File: config.mk
export PLATFORM = sky130hd
export DESIGN_NAME = serial_add_ctrl
export DESIGN_NICKNAME = d
export VERILOG_FILES = /design/src/rtl/serial_add_ctrl.sv
export SDC_FILE = /design/constraint.sdc
export NUM_CORES = 1
export LEC_CHECK = 0
export ABC_AREA = 0
export CELL_PAD_IN_SITES_DETAIL_PLACEMENT = 1
export CELL_PAD_IN_SITES_GLOBAL_PLACEMENT = 1
export CORE_ASPECT_RATIO = 0.5
export CORE_MARGIN = 2
export CORE_UTILIZATION = 40
export DETAILED_ROUTE_END_ITERATION = 7
export PLACE_DENSITY = 0.78
export SYNTH_ARGS = -nofsm -noshare
export SYNTH_HDL_FRONTEND = slang
export SYNTH_SLANG_ARGS = --single-unit
File: constraint.sdc
create_clock -name clk -period 2.9 [get_ports clk]
set_input_delay 0.58 -clock clk [delete_from_list [all_inputs] [get_ports clk]]
set_output_delay 0.58 -clock clk [all_outputs]
set_load 0.01 [all_outputs]
File: src/rtl/serial_add_ctrl.sv
`default_nettype none
// ============================================================================
// serial_add_ctrl : bit-serial a+b+cin, one full-adder slice, valid/ready I/O
// Rev 1.0
// ============================================================================
module serial_add_ctrl #(
  parameter int WIDTH = 8
) (
  input  logic             clk,
  input  logic             rst,
  input  logic             in_valid,
  output logic             in_ready,
  input  logic [WIDTH-1:0] a,
  input  logic [WIDTH-1:0] b,
  input  logic             cin,
  output logic             out_valid,
  input  logic             out_ready,
  output logic [WIDTH-1:0] sum,
  output logic             cout,
  output logic             ovf,
  output logic             busy
);

  localparam int                 c_CNT_W = $clog2(WIDTH) + 1;
  localparam logic [c_CNT_W-1:0] c_LAST  = c_CNT_W'(WIDTH - 1);

  typedef enum logic [1:0] {
    S_IDLE = 2'd0,
    S_RUN  = 2'd1,
    S_DONE = 2'd2
  } state_t;

  state_t             r_state;
  state_t             w_next;
  logic [WIDTH-1:0]   r_a;
  logic [WIDTH-1:0]   r_b;
  logic [WIDTH-1:0]   r_acc;
  logic [WIDTH-1:0]   r_sum;
  logic [c_CNT_W-1:0] r_cnt;
  logic               r_carry;
  logic               r_cout;
  logic               r_ovf;

  logic w_s;
  logic w_c;
  logic w_accept;
  logic w_last;

  assign w_s      = r_a[0] ^ r_b[0] ^ r_carry;
  assign w_c      = (r_a[0] & r_b[0]) | (r_a[0] & r_carry) | (r_b[0] & r_carry);
  assign w_accept = (r_state == S_IDLE) && in_valid;
  assign w_last   = (r_state == S_RUN) && (r_cnt == c_LAST);

  always_ff @(posedge clk or posedge rst) begin
    if (rst) begin
      r_state <= S_IDLE;
    end else begin
      r_state <= w_next;
    end
  end

  always_comb begin
    w_next = r_state;
    case (r_state)
      S_IDLE:  if (in_valid)  w_next = S_RUN;
      S_RUN:   if (w_last)    w_next = S_DONE;
      S_DONE:  if (out_ready) w_next = S_IDLE;
      default: w_next = S_IDLE;
    endcase
  end

  // Partial sum builds in r_acc so the visible result only changes when a
  // complete answer is published on the final bit.
  always_ff @(posedge clk or posedge rst) begin
    if (rst) begin
      r_a     <= '0;
      r_b     <= '0;
      r_acc   <= '0;
      r_sum   <= '0;
      r_cnt   <= '0;
      r_carry <= 1'b0;
      r_cout  <= 1'b0;
      r_ovf   <= 1'b0;
    end else if (w_accept) begin
      r_a     <= a;
      r_b     <= b;
      r_carry <= cin;
      r_cnt   <= '0;
    end else if (r_state == S_RUN) begin
      r_a     <= {1'b0, r_a[WIDTH-1:1]};
      r_b     <= {1'b0, r_b[WIDTH-1:1]};
      r_acc   <= {w_s, r_acc[WIDTH-1:1]};
      r_carry <= w_c;
      if (w_last) begin
        r_sum  <= {w_s, r_acc[WIDTH-1:1]};
        r_cout <= w_c;
        r_ovf  <= r_carry ^ w_c;
      end else begin
        r_cnt  <= r_cnt + c_CNT_W'(1);
      end
    end
  end

  assign in_ready  = (r_state == S_IDLE);
  assign out_valid = (r_state == S_DONE);
  assign busy      = (r_state == S_RUN);
  assign sum       = r_sum;
  assign cout      = r_cout;
  assign ovf       = r_ovf;

endmodule
`default_nettype wire

# Word level (Yosys, flattened, before mapping)
# Cells that the tools add are included.
# totals
reg_bits,41
input_bits,21
# classes
add_sub_neg,1
n_eq_ne,7
mux,13
bitwise_logic,9
n_reduce_logical,8
# op_table
operator,count
8-bit two-way mux,4
4-bit two-way mux,3
2-bit two-way mux,3
2-bit one-hot mux with 3 select lines,1
3-bit AND reduction,2
4-bit by 1-bit adder with 4-bit output (second input constant),1
4-bit by 3-bit == test with 1-bit output (second input constant),1
2-bit by 1-bit inequality test with 1-bit output (second input constant),2
2-bit inequality test (second input constant),2
2-bit AND reduction,2
1-bit bitwise AND,3
1-bit XOR,3
2-bit by 1-bit == test with 1-bit output (second input constant),1
2-bit == test (second input constant),1
1-bit logical AND,2
2-bit logical NOT,1
1-bit two-way mux,2
1-bit bitwise OR,2
2-bit nonzero test,1
1-bit NOT,1

# Longest topological paths before layout
# depth
word_depth,5
mapped_depth,5

# Least setup slack after synthesis
# Ideal clock, no wire load.
# synth_timing
path_type,register -> output
from,reg r_state[1]
to,out in_ready
arrival_time_ns,1.003
path_slack_ns,1.317
stages_incl_launch_ff,4
path_cell_list,dfrtp_1 -> buf_1 -> clkbuf_1 -> nor2_1
# synth_via
elab_chain_len,1
# synth_rtl
item,line,rtl
from (decl),33,state_t r_state;
from (signal assigned),58,r_state <= w_next;
2-bit logical NOT,104,assign in_ready = (r_state == S_IDLE);
to (decl),12,"output logic in_ready,"
# No other way between the ends.

# Worst setup path in the final report
# layout_timing
from,reg r_state[0]
to,out busy
# layout_via
elab_chain_len,1
# layout_rtl
item,line,rtl
2-bit by 1-bit == test with 1-bit output,106,assign busy = (r_state == S_RUN);
to (decl),21,output logic busy
# No other way between the ends.

==> impl_metrics.py <==
metrics = {
    "worst_setup_path": {
        "path_max_fanout": 14,
        "cp.buffers_inverters": 2,
        "slowest_stage": "dfrtp_1",
        "worstRegToRegCells": 5,
        "r2r-start": "r_state[0]$_DFFE_PP0P_",
        "critPathLaunchType": "flop",
        "crit_path_end_kind": "primary output",
        "reg2reg_to": "r_cnt[0]$_DFFE_PP0P_",
        "crit_type": "flop to primary output",
        "worstPathCellList": "nor2b_1 -> buf_4 -> clkdlybuf4s50_1",
        "crit_arrival_ns": 1.88,
        "critPathTopFamily": "buffers and inverters",
        "worst-r2r-setup-slack_ns": 1.09,
        "crit_required_ns": 2.32,
        "crit_path_max_incr_delay_ns": 0.61,
    },
    "cts": {
        "ctsResizeCount": 0,
        "postCtsSetupBuffers": 0,
        "postCtsHoldBufs": 0,
        "clockBufferDepth": 2,
        "numCtsBuffers": 5,
        "cts_max_level": 2,
        "cts.clk_slew.worst_paths_ns": 0.07,
        "clkSinkCount": 40,
        "clockRootBuffer": "clkbuf_8",
        "clock_latency_ns": 0.29,
        "cts_tree": "built",
    },
    "placed_design": {
        "gp_congestion": 0.7348,
        "dp.cells": 229,
        "io_buffers": 33,
        "hpwl_um": 2481,
        "placed_area_sq_mm": 0.002147,
    },
    "hold_path": {
        "hold_depth": 1,
        "min_to": "r_acc[1]$_DFFE_PP0P_",
        "min_from": "r_acc[1]$_DFFE_PP0P_",
        "hp-class": "flop to flop",
    },
    "power": {
        "pwr-share-comb_pct": 38.6,
        "power_density_mw_per_mm2": 1023,
        "ir_worst_vdd_mv": 0.3567,
        "swShare_pct": 32.25,
        "power.switching_mw": 0.7435,
        "power.share.clock_pct": 19.3,
        "power_frac_seq_pct": 42.1,
        "cell_internal_pwr_mw": 1.562,
        "leakagePower_nw": 0.9893,
    },
    "timing": {
        "tns_ns": 0,
        "worst_pin_slew_ns": 0.6226,
        "final-hold-violation-count": 0,
        "rsz0062_at_grt": "false",
        "slew_headroom_pct": 58.31,
        "maxClockFrequency_mhz": 407.1,
        "clock_skew_ns": 0.006261,
        "fin_crit_ns": 2.456,
        "holdWs_ns": 0.4913,
        "setup_viol": 0,
        "maxSlewViolCount": 0,
        "finalCritPeriodShare_pct": 84.70,
    },
    "route": {
        "ant_nets": 0,
        "wl_per_cell_um": 14.95,
        "routed_via_density": 5.122,
        "first_pass_iters": 4,
        "drt_iter0_drc": 41,
        "drc_errors": 0,
        "vias": 1214,
        "drt_wl_total_um": 3543,
    },
    "floorplanning": {
        "die_w_um": 97.66,
        "core_area_sq_mm": 0.004044,
        "initial_core_util_pct": 43.38,
        "io_pins": 34,
        "die_h_um": 50.83,
        "die_area_sq_mm": 0.004963,
        "num_rows": 16,
    },
    "outcome": {
        "outcome": "finished, final reports clean",
    },
    "yosys": {
        "syn_inst": 146,
        "synth_nets": 169,
        "yosysWarnings": 0,
        "synth-seq-cells": 40,
        "ys_seq_area_share_pct": 57.06,
        "avgSynthCellArea_sq_um": 12.01,
        "synth.distinct_cells": 30,
        "netlist_area_sq_mm": 0.001754,
    },
    "finish": {
        "num_antenna_cells": 0,
        "fin_cells": 237,
        "fin_area_sq_mm": 0.002255,
        "drive_gt1_share_pct": 13.66,
        "fin_nets": 205,
        "area_delta_synth_final_pct": 28.53,
    },
    "flow_run": {
        "cap_violations": 0,
    },
    "global_route": {
        "grt_pass1_vias": 1262,
        "grt_first_pass_wirelength_um": 6251,
        "antenna_found_initial": 0,
        "globalRouteTotalUtil_pct": 16.40,
        "grt-ovfl-total": 0,
        "grt_max_degree": 41,
    },
}
==> area by class of cell <==
class | instances | area [sq um]
sequential | 40 | 1001
fill | 418 | 1789
timing repair buffer | 39 | 375.4
tap | 54 | 67.56
multi-input combinational | 93 | 691.9
clock inverter | 2 | 35.03
inverter | 3 | 11.26
clock buffer | 6 | 72.57
==> how the worst max path moves through the flow <==
stage	slack (ns)	cells past startpoint	to	from
2_1_floorplan	1.32	3	in_ready	r_state[1]$_DFFE_PP0P_
3_5_place_dp	0.74	3	busy	r_state[0]$_DFFE_PP0P_
4_1_cts	0.42	3	busy	r_state[0]$_DFFE_PP0P_
6_report	0.44	3	busy	r_state[0]$_DFFE_PP0P_
5_1_grt	0.29	3	busy	r_state[0]$_DFFE_PP0P_
3_3_place_gp	0.79	3	busy	r_state[0]$_DFFE_PP0P_
==> per-layer routing <==
| layer | up-vias | wire length (um) | share of wire [%] | global-route usage [%] |
|---|---|---|---|---|
| met4 | 0 | 37 | 1.0 | 6.944 |
| met3 | 5 | 131 | 3.7 | 4.514 |
| met1 | 599 | 1766 | 50 | 22.23 |
| met5 | - | 0 | 0 | 0 |
| met2 | 24 | 1607 | 45 | 25.17 |
| li1 | 586 | - | - | - |
==> metrics by stage <==
stage / util [%] / worst slack (ns) / power [mW]
after detailed placement: 53.09 / 0.7448 / 1.887
after floorplan: - / 1.317 / 1.541
after global routing: 55.75 / 0.2899 / 2.487
after CTS: 55.75 / 0.4196 / 2.343
final: 55.75 / 0.4438 / 2.306
after global placement: 53.09 / 0.7869 / 1.841
==> sequential cells by signal, indices dropped and copies added (netlist names), 2 cells and up <==
name / flops
r_cnt: 4
r_a: 8
r_state: 2
r_acc: 7
r_b: 8
sum: 8
==> cells in the final DEF (no fill, tap or decap), drive strengths merged <==
cell type,n
bufinv,1
nor2b,3
a22o,3
xor2,1
clkdlybuf4s50,33
dfrtp,40
nor2,3
clkbuf,6
a22oi,15
nor3,1
nand2b,1
nand4,1
clkinv,1
o21bai,1
o21ai,15
o311ai,1
a21o,1
nand2,18
inv,3
buf,6
nand3,3
mux2,18
a21oi,3
o211ai,1
ha,1
fa,1
and3b,1
and2,1
==> cell usage after synthesis <==
cell	number	area, sq um
nor3_1	1	5.000
a22oi_1	15	112.6
clkbuf_1	4	15.01
a21o_1	1	7.510
nand4_1	1	6.260
and3b_4	1	12.51
nor2b_2	1	8.760
mux2_4	9	135.1
buf_1	1	3.750
nand2_1	18	67.56
buf_2	4	20.02
o21ai_0	4	20.02
nand2b_1	1	6.260
and2_4	1	8.760
dfrtp_1	40	1001
nor2_1	3	11.26
nand3_1	3	15.01
ha_1	1	12.51
o21bai_1	1	7.510
buf_6	1	11.26
o211ai_1	1	7.510
mux2_1	9	101.4
fa_1	1	20.02
a21oi_1	3	15.01
o311ai_1	1	8.760
nor2b_1	2	12.51
xor2_1	1	8.760
o21ai_1	11	55.05
a22o_1	3	26.28
inv_1	3	11.26
==> cell families after synthesis <==
kind of cell    count (synthesis)  share of synthesized area [%]
fa+ha+maj                       2                          1.854
simple gates                   32                          8.773
flops                          40                          57.06
xor+xnor                        1                         0.4994
buf+inv                        13                          3.495
compound gates                 40                          14.84
mux                            18                          13.48
==> power by group through the flow <==
stage	combinational [mW]	clock, mW	sequential (mW)
CTS	0.906	0.463	0.975
global route	0.987	0.489	1.01
finish	0.891	0.444	0.971
global placement	0.869	0	0.972
floorplan	0.583	0	0.958
detailed placement	0.904	0	0.983
Note: power is estimated with default switching activity, not from simulation.
